File: src/rtl/flag_hs_pkg.sv
// flag_hs_pkg
// Shared constants and helpers for the toggle-handshake responder.
//   SYNC_STAGES_MIN : smallest usable synchronizer depth
//   PEND_W_DEFAULT  : default pending-counter width
//   DROP_CNT_W      : width of the optional dropped-event counter
//   pend_max()      : largest count a PEND_W-bit pending counter holds
package flag_hs_pkg;

    localparam int unsigned SYNC_STAGES_MIN = 2;
    localparam int unsigned PEND_W_DEFAULT  = 4;
    localparam int unsigned DROP_CNT_W      = 8;

    function automatic int unsigned pend_max(input int unsigned pend_w);
        return (32'd1 << pend_w) - 32'd1;
    endfunction

endpackage

File: src/rtl/flag_sync_edge.sv
// flag_sync_edge
// Synchronises the remote request toggle, keeps a history flop of the
// last synchronised level and flags each level change as a one-cycle pulse.
// Ports:
//   clk              : block clock
//   rst              : synchronous active-high reset
//   req_toggle_async : remote toggle, one event per level change
//   evt_edge         : one-cycle pulse per synchronised transition
//   in_flight        : a transition is somewhere in the chain, not yet absorbed by hist
// Parameter SYNC_STAGES must be at least 2.
module flag_sync_edge
    import flag_hs_pkg::*;
#(
    parameter int unsigned SYNC_STAGES = SYNC_STAGES_MIN
) (
    input  logic clk,
    input  logic rst,
    input  logic req_toggle_async,
    output logic evt_edge,
    output logic in_flight
);

    logic [SYNC_STAGES-1:0] sync_reg;
    logic                   hist_reg;
    logic [SYNC_STAGES-1:0] diff;

    always_ff @(posedge clk) begin
        if (rst) begin
            sync_reg <= '0;
            hist_reg <= 1'b0;
        end else begin
            sync_reg <= {sync_reg[SYNC_STAGES-2:0], req_toggle_async};
            hist_reg <= sync_reg[SYNC_STAGES-1];
        end
    end

    // Any stage disagreeing with hist means a transition has entered the
    // chain but has not yet been counted.
    for (genvar gi = 0; gi < SYNC_STAGES; gi++) begin : g_diff
        assign diff[gi] = sync_reg[gi] ^ hist_reg;
    end

    assign evt_edge  = diff[SYNC_STAGES-1];
    assign in_flight = |diff;

endmodule

File: src/rtl/flag_handshake_responder.sv
// flag_handshake_responder
// Receive side of a two-phase toggle handshake. Remote events arrive as
// level changes on req_toggle_async, are counted in a saturating pending
// counter and offered to a local consumer over valid/ready. Every consumed
// event flips ack_toggle back to the remote side.
// Ports:
//   clk, rst         : block clock, synchronous active-high reset
//   req_toggle_async : remote event toggle
//   evt_valid        : at least one event pending
//   evt_ready        : consumer takes the presented event
//   ack_toggle       : flips once per consumed event
//   pending          : number of unconsumed events
//   overflow         : sticky, an event was dropped while full
//   busy             : events pending or a transition still synchronising
//   drop_cnt         : saturating dropped-event count (FLAG_HS_DROP_CNT_EN only)
// Optional feature macro: FLAG_HS_DROP_CNT_EN
module flag_handshake_responder
    import flag_hs_pkg::*;
#(
    parameter int unsigned SYNC_STAGES = 2,
    parameter int unsigned PEND_W      = PEND_W_DEFAULT
) (
    input  logic              clk,
    input  logic              rst,
    input  logic              req_toggle_async,
    output logic              evt_valid,
    input  logic              evt_ready,
    output logic              ack_toggle,
    output logic [PEND_W-1:0] pending,
    output logic              overflow,
`ifdef FLAG_HS_DROP_CNT_EN
    output logic [DROP_CNT_W-1:0] drop_cnt,
`endif
    output logic              busy
);

    localparam logic [PEND_W-1:0] PEND_FULL = PEND_W'(pend_max(PEND_W));

    logic              evt_edge;
    logic              in_flight;
    logic              accept;
    logic [PEND_W-1:0] pending_reg;
    logic              ack_reg;
    logic              overflow_reg;
`ifdef FLAG_HS_DROP_CNT_EN
    logic [DROP_CNT_W-1:0] drop_cnt_reg;
`endif

    flag_sync_edge #(
        .SYNC_STAGES (SYNC_STAGES)
    ) u_sync_edge (
        .clk              (clk),
        .rst              (rst),
        .req_toggle_async (req_toggle_async),
        .evt_edge         (evt_edge),
        .in_flight        (in_flight)
    );

    assign evt_valid = (pending_reg != '0);
    assign accept    = evt_valid & evt_ready;

    always_ff @(posedge clk) begin
        if (rst) begin
            pending_reg  <= '0;
            ack_reg      <= 1'b0;
            overflow_reg <= 1'b0;
`ifdef FLAG_HS_DROP_CNT_EN
            drop_cnt_reg <= '0;
`endif
        end else begin
            if (accept) begin
                ack_reg <= ~ack_reg;
            end
            // A simultaneous arrival and accept cancel out, so a full counter
            // only drops an event when nothing is being consumed.
            if (evt_edge && !accept) begin
                if (pending_reg == PEND_FULL) begin
                    overflow_reg <= 1'b1;
`ifdef FLAG_HS_DROP_CNT_EN
                    if (drop_cnt_reg != {DROP_CNT_W{1'b1}}) begin
                        drop_cnt_reg <= drop_cnt_reg + 1'b1;
                    end
`endif
                end else begin
                    pending_reg <= pending_reg + 1'b1;
                end
            end else if (accept && !evt_edge) begin
                pending_reg <= pending_reg - 1'b1;
            end
        end
    end

    assign ack_toggle = ack_reg;
    assign pending    = pending_reg;
    assign overflow   = overflow_reg;
    assign busy       = evt_valid | in_flight;
`ifdef FLAG_HS_DROP_CNT_EN
    assign drop_cnt   = drop_cnt_reg;
`endif

endmodule

File: config.mk
export PLATFORM = sky130hd
export DESIGN_NAME = flag_handshake_responder
export DESIGN_NICKNAME = d
export VERILOG_FILES = /design/src/rtl/flag_hs_pkg.sv /design/src/rtl/flag_sync_edge.sv /design/src/rtl/flag_handshake_responder.sv
export SDC_FILE = /design/constraint.sdc
export NUM_CORES = 1
export LEC_CHECK = 0
export CAP_MARGIN = 0
export CORE_AREA = 3 3 40 42
export CTS_BUF_LIST = sky130_fd_sc_hd__clkbuf_4 sky130_fd_sc_hd__clkbuf_8 sky130_fd_sc_hd__clkbuf_16
export CTS_CLUSTER_SIZE = 30
export DETAILED_ROUTE_END_ITERATION = 6
export DIE_AREA = 0 0 43 45
export DONT_BUFFER_PORTS = 1
export PLACE_DENSITY_LB_ADDON = 0.3
export SLEW_MARGIN = 20
export SYNTH_ARGS = -nofsm -noshare
export SYNTH_HDL_FRONTEND = slang
export SYNTH_SLANG_ARGS = --single-unit
File: constraint.sdc
create_clock -name clk -period 4 [get_ports clk]
set_clock_uncertainty 0.05 [all_clocks]
set_input_delay 0.8 -clock clk [delete_from_list [all_inputs] [get_ports clk]]
set_output_delay 0.8 -clock clk [all_outputs]
set_load 0.02 [all_outputs]
== After elaboration in Yosys (flattened, before gate mapping) ==
Index checks and enable logic that the tools add are counted.

* Flip-flop bits (word level): 9
* Latch bits: 0
* RAM bits: 0
* Memory bits (read-only): 0
* Input port bits: 4
* Output and inout bits: 8
* Memories: 0

* Add/sub/neg operators: 2
* Multiply operators: 0
* Divide/modulo/power cells: 0
* Order comparisons: 0
* Eq/ne operators: 2
* Shifts and indexed selects: 0
* Mux-type cells: 3
* Bitwise gates (word level): 5
* Reduce and logical (&&, ||, !) cells: 9

{| class="wikitable"
|+ Operators with widths
! cell !! count
|-
| 4-bit two-way mux || 3
|-
| 4-bit by 1-bit adder with 4-bit output (second input constant) || 1
|-
| 4-bit == test (second input constant) || 1
|-
| 2-bit AND reduction || 2
|-
| 4-bit nonzero test || 1
|-
| 4-bit by 1-bit subtractor with 4-bit output (second input constant) || 1
|-
| 1-bit logical AND || 2
|-
| 1-bit logical NOT || 2
|-
| 2-bit != test (second input constant) || 1
|-
| 2-bit nonzero test || 1
|-
| 2-bit OR reduction || 1
|-
| 1-bit bitwise XOR || 2
|-
| 1-bit bitwise AND || 1
|-
| 1-bit inverter || 1
|-
| 1-bit OR || 1
|}

== Depth between registers and ports, before layout ==
Gate-level depths: netlist of the first run.

* Depth in word-level cells: 6
* Mapped depth: 7
* Depth with buffers taken out: 7

== Hierarchy ==
From an unflattened synthesis of the first run, not the netlist that was laid out.

* Cell total of the unflattened synthesis: 59
* Area total of the unflattened synthesis: 535.5 um2

{| class="wikitable"
|+ Modules (own cells, without submodules)
! module !! instances !! cells each !! area an instance (um2)
|-
| flag_handshake_responder || 1 || 49 || 432.9
|-
| flag_sync_edge || 1 || 10 || 102.6
|}

== Least setup slack after synthesis of the first run ==
No wires, ideal clock.

* Path kind: reg-to-output
* Start: register pending_reg[0], in the netlist pending[0]
* End: output busy
* Arrival: 1.486 ns
* Data required time: 3.150 ns
* Path slack: 1.664 ns
* Stages on the path, launching flop included: 3
* Path buffers: 0
* Path through: dfxtp_1 or4_2 a21o_1

* Longest elaborated chain between the ends: 2

{| class="wikitable"
|+ RTL lines
! element !! line !! source
|-
| from (decl) || flag_handshake_responder.sv:42 || <nowiki>logic [PEND_W-1:0] pending_reg;</nowiki>
|-
| from (signal assigned) || flag_handshake_responder.sv:85 || <nowiki>pending_reg <= pending_reg + 1'b1;</nowiki>
|-
| from (signal assigned) || flag_handshake_responder.sv:88 || <nowiki>pending_reg <= pending_reg - 1'b1;</nowiki>
|-
| 4-bit nonzero test || flag_handshake_responder.sv:59 || <nowiki>assign evt_valid = (pending_reg != '0);</nowiki>
|-
| net evt_valid || flag_handshake_responder.sv:26 || <nowiki>output logic evt_valid,</nowiki>
|-
| 1-bit OR || flag_handshake_responder.sv:96 || <nowiki>assign busy = evt_valid | in_flight;</nowiki>
|-
| to (decl) || flag_handshake_responder.sv:34 || <nowiki>output logic busy</nowiki>
|}

The timed path passes the listed nets, and every way through them passes these cells.

== Worst setup path in the final report of the first run ==
Same ends and word-level chain as after synthesis.

==> impl_metrics.csv, run 1 <==
group,metric,value,unit
final_layout,final_cell_mix,"9 x dfxtp_1, 4 x nor2b_1, 4 x clkbuf_4",
global_route,grt_overflow,0,
job,drv_cap,0,
timing,min_period,2680,ps
timing,timing.hold.ws,423,ps
worst_setup_path,path_class,"register to primary output",
synth,synth_top_flop_cell,"dfxtp_1",
drt,dr.pass1.iters,4,
floorplan,die_h,45,um
timing,hold_viol,0,
timing,max_freq,373,MHz
worst_setup_path,path_cells,"or4_2 > a21o_1",
synth,syn_nets,58,
synth,ys_ff_latch,9,
clock_network,clock_path_buffers,2,
synth,synth_warnings,0,
final_layout,antenna_cells,0,
timing,worst_pin_slew,518,ps
final_layout,design_area,543,um^2
synth,synth_top_area_cell,"dfxtp_1",
placed_design,io_buffers,0,
clock_network,clock_sinks,9,
synth,synthSimpleGateAreaFrac,0.229,
floorplan,boundaryPins,12,
synth,synthDistinctLibCells,33,
drt,ant_nets,0,
drt,vias_per_cell,5.43,
synth,synth-edff-count,0,
synth,netlist_area,503,um^2
placed_design,dpl_cell_area,513,um^2
clock_network,cts_made_buffers,3,
synth,synth_fa_ha_area_frac,0.0896,
final_layout,final_util,0.423,
synth,syn_inst,51,
global_route,antenna_found_initial,0,
global_route,grt_max_degree,13,
pwr,power,373,uW
synth,syn_avg_cell_area,9.86,um^2
final_layout,fin_nets,61,
synth,yosysSeqAreaShare,0.358,
timing,slew_headroom,0.654,
global_route,grt_usage,0.115,
drt,remaining_drc_errors,0,
pwr,p_leak,0.000208,uW
worst_setup_path,max_stage_delay,810,ps
worst_setup_path,worst_setup_path_start_kind,"register",
synth,synth_top_family_by_area,"compound AO/OA/AOI/OAI gates",
final_layout,largest_register_ffs,4,
drt,dr.first_iter.drc_count,4,
worst_setup_path,cp_max_fo,8,
drt,routed_wl,911,um
final_layout,syn2layout_area_growth,7.96,%
floorplan,core_area,1280,um^2
clock_network,cts_tree,"done",
synth,muxShareOfSynthArea,0.0199,
clock_network,cts_hold_buf,0,
synth,async_reset_ff_frac,0,
worst_setup_path,crit_slowest_cell,"or4_2",
floorplan,die_area,1940,um^2
synth,synth_xor_area_frac,0.0348,
global_route,first_global_vias,355,
pwr,ir_drop,0.283,mV
timing,finalSetupTns,0,ps
outcome,status,"finished, final reports clean",
pwr,powerDensity,687,nW/um^2
synth,synth-compound-area-share,0.244,
final_layout,layout-drive-gt1-share,0.189,
drt,vias,369,
timing,slew_violations,0,
floorplan,num_rows,13,
final_layout,final_common_cell,"dfxtp_1",
worst_setup_path,arrival,1830,ps
placed_design,routabilityCongestion,0.685,
timing,finalSetupViolations,0,
floorplan,die_w,43,um
clock_network,cts_setup_buffers,0,
synth,yosysTopAreaCellShare,0.358,
placed_design,place_hpwl,669,um
hold_path,min_path_type,"register to register",
clock_network,clk_latency,270,ps
timing,period_share,0.669,
global_route,grt_pass1_wl,1560,um
worst_setup_path,worstPathRequired,3150,ps
timing,rsz0062_at_grt,"no",
drt,wire_per_inst,13.4,um
floorplan,start_util,0.391,
synth,synth_area_leaders,"dfxtp_1 36%, o41ai_4 5.5%, ha_1 5.0%",
clock_network,htreeDepth,1,
clock_network,cts_root_buf,"clkbuf_4",
clock_network,cts_resized,0,
worst_setup_path,crit_path_end_kind,"primary output",
clock_network,clk_pin_slew,70,ps
==> Yosys cell counts (2+ instances only) <==
library cell / n
o21ai_0: 2
ha_1: 2
nor3_1: 2
nor2b_1: 4
dfxtp_1: 9
nor2_1: 2
a21oi_1: 2
xor2_1: 2
a21o_1: 2
==> per-stage QoR <==
stage,setup WS (ps),instances
2_1_floorplan,1660,51
3_3_place_gp,1610,64
3_5_place_dp,1610,64
4_1_cts,1310,68
5_1_grt,1250,68
6_report,1320,68
==> report_power, final <==
group	internal, uW	leakage (uW)	switching, uW
Clock	45.3	0.0000184	34.1
Sequential	108	0.0000740	54.5
Combinational	61.5	0.000115	70.2
Total	215	0.000208	159
==> routing by layer <==
layer / share of wire / vias to the layer above / global-route usage
met5: 0 / - / 0
met4: 0.030 / 0 / 0.108
met3: 0.072 / 4 / 0.0438
met2: 0.41 / 9 / 0.150
met1: 0.48 / 160 / 0.144
li1: - / 196 / -
==> critical path: cells and delay by family (launching register included) <==
kind            cells  cell delay (ps)
compound gates      1              270
flops               1              470
simple gates        1              810
==> final cells by class <==
class,count,area [um^2]
Fill cell,131,742
Multi-Input combinational cell,39,310
Sequential cell,9,180
Clock buffer,4,30.0
Tap cell,15,18.8
Inverter,1,3.75
==> worst paths after layout <==
check / from / to / slack (ps) / cells past startpoint
worst max-delay path: pending[0] / busy / 1320 / 2
worst min-delay path: u_sync_edge.sync_reg[0] / u_sync_edge.sync_reg[1] / 420 / 1
worst max register to register: pending[0] / pending[3] / 1600 / 7
worst min register to register: u_sync_edge.sync_reg[0] / u_sync_edge.sync_reg[1] / 420 / 1
==> kinds of logic (layout without fill, tap and decap cells) <==
group                    count (synthesis)  after routing
multiplexers                             1              1
buffers and inverters                    3              5
AO/OA/AOI/OAI                           14             14
flip-flops                               9              9
XOR/XNOR                                 2              2
AND/OR/NAND/NOR                         19             19
adder cells (fa/ha/maj)                  3              3
Power figures use the tool's default switching activity.
==> run 2, diff against run 1 <==
Settings changed: ABC_AREA set to 1.
Clock period 4 ns to 2.5 ns, I/O delays scaled along.
==> impl_metrics.csv, run 2 <==
group,metric,value,unit
outcome,status,"finished, final reports clean",
final_layout,largest_register_ffs,4,
final_layout,final_util,0.450,
timing,slew_headroom,0.561,
synth,synth_commonest_cells,"12 x nor2_1, 9 x dfxtp_1, 8 x inv_1",
worst_setup_path,crit_path_end_kind,"register",
synth,netlist_area,499,um^2
worst_setup_path,path_class,"register to register",
drt,vias,421,
floorplan,start_util,0.389,
floorplan,die_area,1940,um^2
worst_setup_path,cp_common_cell,"nor2_1",
global_route,grt_overflow,0,
drt,ant_nets,0,
timing,rsz0062_at_grt,"no",
final_layout,fin_nets,81,
global_route,first_global_vias,347,
worst_setup_path,worst_setup_path_start_kind,"register",
hold_path,min_path_type,"primary input to register",
clock_network,cts_tree,"done",
synth,syn_avg_cell_area,7.68,um^2
synth,ys_ff_latch,9,
global_route,grt_pass1_wl,1480,um
synth,synth_warnings,0,
global_route,antenna_found_initial,0,
timing,layout_setup_ws,578,ps
worst_setup_path,cp_max_fo,5,
clock_network,cts_resized,0,
synth,yosysSeqAreaShare,0.361,
placed_design,place_inst,84,
worst_setup_path,worstPathRequired,2600,ps
placed_design,place_hpwl,747,um
placed_design,io_buffers,0,
clock_network,cts_made_buffers,3,
timing,hold_viol,0,
clock_network,cts_root_buf,"clkbuf_4",
floorplan,num_rows,13,
worst_setup_path,path_cells,"nor2_1 > nand2_2 > nand2_4 > nand2_2 > ha_1 > nand3_1 > inv_1 > nor2_1 > nand3_1 > nand2_2 > nor2_2 > nor2_1 > nor2_1",
floorplan,core_area,1280,um^2
synth,syn_inst,65,
worst_setup_path,max_stage_delay,330,ps
placed_design,preCtsSetupSlack,588,ps
synth,syn_nets,72,
drt,wire_per_inst,10.2,um
timing,finalSetupTns,0,ps
timing,timing.hold.ws,259,ps
drt,routed_wl,895,um
worst_setup_path,arrival,2030,ps
pwr,powerDensity,1320,nW/um^2
timing,min_period,1920,ps
floorplan,boundaryPins,12,
synth,yosysTopAreaCellShare,0.361,
final_layout,layout-drive-gt1-share,0.247,
floorplan,die_h,45,um
synth,synthDistinctLibCells,19,
timing,worst_pin_slew,651,ps
clock_network,htreeDepth,1,
synth,synth_area_leaders,"dfxtp_1 36%, nor2_1 9.0%, inv_1 6.0%",
final_layout,syn2layout_area_growth,15.8,%
timing,slew_violations,0,
timing,period_share,0.769,
synth,synth-edff-count,0,
timing,finalSetupViolations,0,
drt,vias_per_cell,4.78,
drt,dr.pass1.iters,2,
synth,synth_top_area_cell,"dfxtp_1",
final_layout,stdcell_count,88,
final_layout,antenna_cells,0,
final_layout,final_cell_mix,"12 x nor2_1, 9 x dfxtp_1, 8 x inv_1",
synth,synth_top_flop_cell,"dfxtp_1",
synth,async_reset_ff_frac,0,
clock_network,clock_path_buffers,2,
synth,yosysMostFrequentCell,"nor2_1",
timing,max_freq,520,MHz
global_route,grt_usage,0.108,
global_route,grt_max_degree,7,
drt,dr.first_iter.drc_count,8,
worst_setup_path,crit_slowest_cell,"ha_1",
clock_network,clock_sinks,9,
pwr,p_leak,0.000270,uW
clock_network,clk_pin_slew,60,ps
pwr,ir_drop,0.623,mV
clock_network,cts_setup_buffers,0,
placed_design,routabilityCongestion,0.789,
floorplan,die_w,43,um
job,drv_cap,0,
drt,remaining_drc_errors,0,
clock_network,clk_latency,260,ps
clock_network,cts_hold_buf,0,
final_layout,final_common_cell,"nor2_1",
==> run 2: layout make-up <==
| class | count | area (um^2) |
|---|---|---|
| well taps | 15 | 18.8 |
| repair buffers | 4 | 30.0 |
| fillers | 134 | 707 |
| inverters | 9 | 33.8 |
| multi-input cells | 47 | 285 |
| flip-flops and latches | 9 | 180 |
| clock buffers | 4 | 30.0 |
==> run 2: where the power goes <==
part	internal, uW	switching (uW)	leakage [uW]
Sequential	181	27.7	0.0000741
Combinational	148	286	0.000178
Clock	72.0	46.0	0.0000184
==> run 2: final timing paths <==
check	from	to	slack [ps]	cells past startpoint
max	pending[3]	pending[3]	580	13
min	rst	u_sync_edge.sync_reg[0]	260	1
max reg2reg	pending[3]	pending[3]	580	13
min reg2reg	u_sync_edge.sync_reg[0]	u_sync_edge.sync_reg[1]	390	2
==> run 2: cell families (layout without fill, tap and decap cells) <==
logic type	count (synthesis)	after routing	share of synthesized area
and+or+nand+nor	33	33	0.351
AOI/OAI and AO/OA	9	9	0.0952
DFF	9	9	0.361
buffers and inverters	9	17	0.0677
adders and majority gates	3	3	0.0902
xor gates and xnor gates	2	2	0.0351
==> run 2: metal layers <==
metal | share of wire | global-route usage
met1 | 0.44 | 0.117
met2 | 0.49 | 0.165
met3 | 0.075 | 0.0797
met4 | 0 | 0.0361
met5 | 0 | 0
==> run 2: critical path: cells and delay by family, from the launching register on <==
| family | cells | cell delay [ps] |
|---|---|---|
| fa+ha+maj | 1 | 330 |
| buf+inv | 1 | 40 |
| flops | 1 | 320 |
| simple gates | 11 | 1070 |
==> run 2: stage by stage <==
stage	instance area (um^2)	power (uW)
after CTS	578	771
after global routing	578	834
final	578	760
after floorplan	499	553
after global placement	548	642
after detailed placement	548	648
==> run 3, diff against run 2 <==
Clock period 2.5 ns to 1.7 ns, I/O delays scaled along.
==> impl_metrics.csv, run 3 (same netlist as run 2, synthesis figures left out) <==
group,metric,value,unit
placed_design,routabilityCongestion,0.714,
drt,vias_per_cell,4.94,
timing,hold_viol,0,
drt,dr.pass1.iters,4,
global_route,grt_usage,0.132,
floorplan,start_util,0.389,
timing,timing.hold.ws,85.5,ps
drt,dr.first_iter.drc_count,4,
worst_setup_path,arrival,1300,ps
timing,slew_violations,0,
timing,min_period,1690,ps
worst_setup_path,max_stage_delay,350,ps
final_layout,final_cell_mix,"10 x buf_4, 8 x nor2_1, 6 x inv_1",
final_layout,fill_cells,136,
worst_setup_path,worstPathRequired,1310,ps
global_route,first_global_vias,428,
global_route,grt_max_degree,7,
drt,remaining_drc_errors,0,
pwr,ir_drop,0.696,mV
timing,finalSetupViolations,0,
drt,routed_wl,1150,um
worst_setup_path,worst-path-buf-inv,1,
timing,slew_headroom,0.810,
timing,period_share,0.993,
worst_setup_path,crit_path_end_kind,"primary output",
timing,max_freq,592,MHz
floorplan,core_area,1280,um^2
timing,layout_setup_ws,11.3,ps
job,drv_cap,0,
worst_setup_path,worst_setup_path_start_kind,"register",
final_layout,layout-drive-gt1-share,0.544,
clock_network,clock_sinks,9,
floorplan,die_h,45,um
final_layout,fin_nets,87,
floorplan,die_area,1940,um^2
clock_network,clk_latency,260,ps
timing,rsz0062_at_grt,"yes",
hold_path,min_path_type,"primary input to register",
floorplan,num_rows,13,
timing,worst_pin_slew,284,ps
final_layout,largest_register_ffs,4,
placed_design,dpl_cell_area,641,um^2
clock_network,htreeDepth,1,
final_layout,antenna_cells,0,
pwr,power,1420,uW
worst_setup_path,crit_slowest_cell,"dfxtp_4",
floorplan,die_w,43,um
pwr,p_leak,0.000331,uW
drt,wire_per_inst,12.3,um
clock_network,clock_path_buffers,2,
drt,ant_nets,0,
pwr,powerDensity,1960,nW/um^2
clock_network,cts_made_buffers,3,
final_layout,final_util,0.564,
drt,vias,464,
clock_network,cts_tree,"done",
clock_network,clk_pin_slew,60,ps
outcome,status,"finished, final reports clean",
worst_setup_path,path_delay_family,"flip-flops",
global_route,grt_overflow,0,
clock_network,cts_root_buf,"clkbuf_4",
floorplan,boundaryPins,12,
final_layout,final_common_cell,"buf_4",
final_layout,design_area,724,um^2
worst_setup_path,path_class,"register to primary output",
placed_design,io_buffers,0,
worst_setup_path,cp_max_fo,3,
worst_setup_path,path_cells,"nor2_4 > nand2_4 > buf_4 > a21oi_1 > o21ai_2",
global_route,antenna_found_initial,0,
global_route,grt_pass1_wl,1770,um
final_layout,syn2layout_area_growth,45.1,%
placed_design,place_hpwl,833,um
placed_design,preCtsSetupSlack,-15.8,ps
==> run 3: final timing paths <==
| check | from | endpoint | slack [ps] | cells past startpoint |
|---|---|---|---|---|
| worst max-delay path | pending[1] | busy | 10 | 5 |
| worst min-delay path | rst | u_sync_edge.sync_reg[1] | 90 | 1 |
| worst max register to register | u_sync_edge.sync_reg[1] | pending[3] | 20 | 13 |
| worst min register to register | u_sync_edge.sync_reg[0] | u_sync_edge.sync_reg[1] | 410 | 2 |
==> run 3: stage by stage <==
step           instances  TNS (ps)
2_1_floorplan         65         0
3_3_place_gp          88         0
3_5_place_dp          88     -15.8
4_1_cts               92         0
5_1_grt               94      -159
6_report              94         0
==> run 3: area by class of cell <==
cell class | instances | area [um^2] | share of cell area
Sequential cell | 9 | 198 | 0.273
Clock buffer | 4 | 30.0 | 0.0415
Multi-Input combinational cell | 47 | 369 | 0.509
Timing Repair Buffer | 10 | 75.1 | 0.104
Inverter | 9 | 33.8 | 0.0466
Tap cell | 15 | 18.8 | 0.0259
==> run 3: repair_timing <==
action	4_1_cts	5_1_grt
hold buffers	0	0
setup buffers	0	2
endpoints found under the setup margin	2	2
gates resized for setup	5	10
pin swaps	1	14
==> run 3: routing by layer <==
layer  part of all wire  GRT usage  up-vias  routed length [um]
met3              0.074     0.0797        2                  85
met1               0.37      0.131      213                 425
met5                  0          0        -                   0
li1                   -          -      235                   -
met4              0.011     0.0542        0                  13
met2               0.54      0.225       14                 627
==> run 3: where the power goes <==
group | switching, uW | internal, uW
registers | 65.1 | 287
clock network | 73.1 | 106
logic | 525 | 362
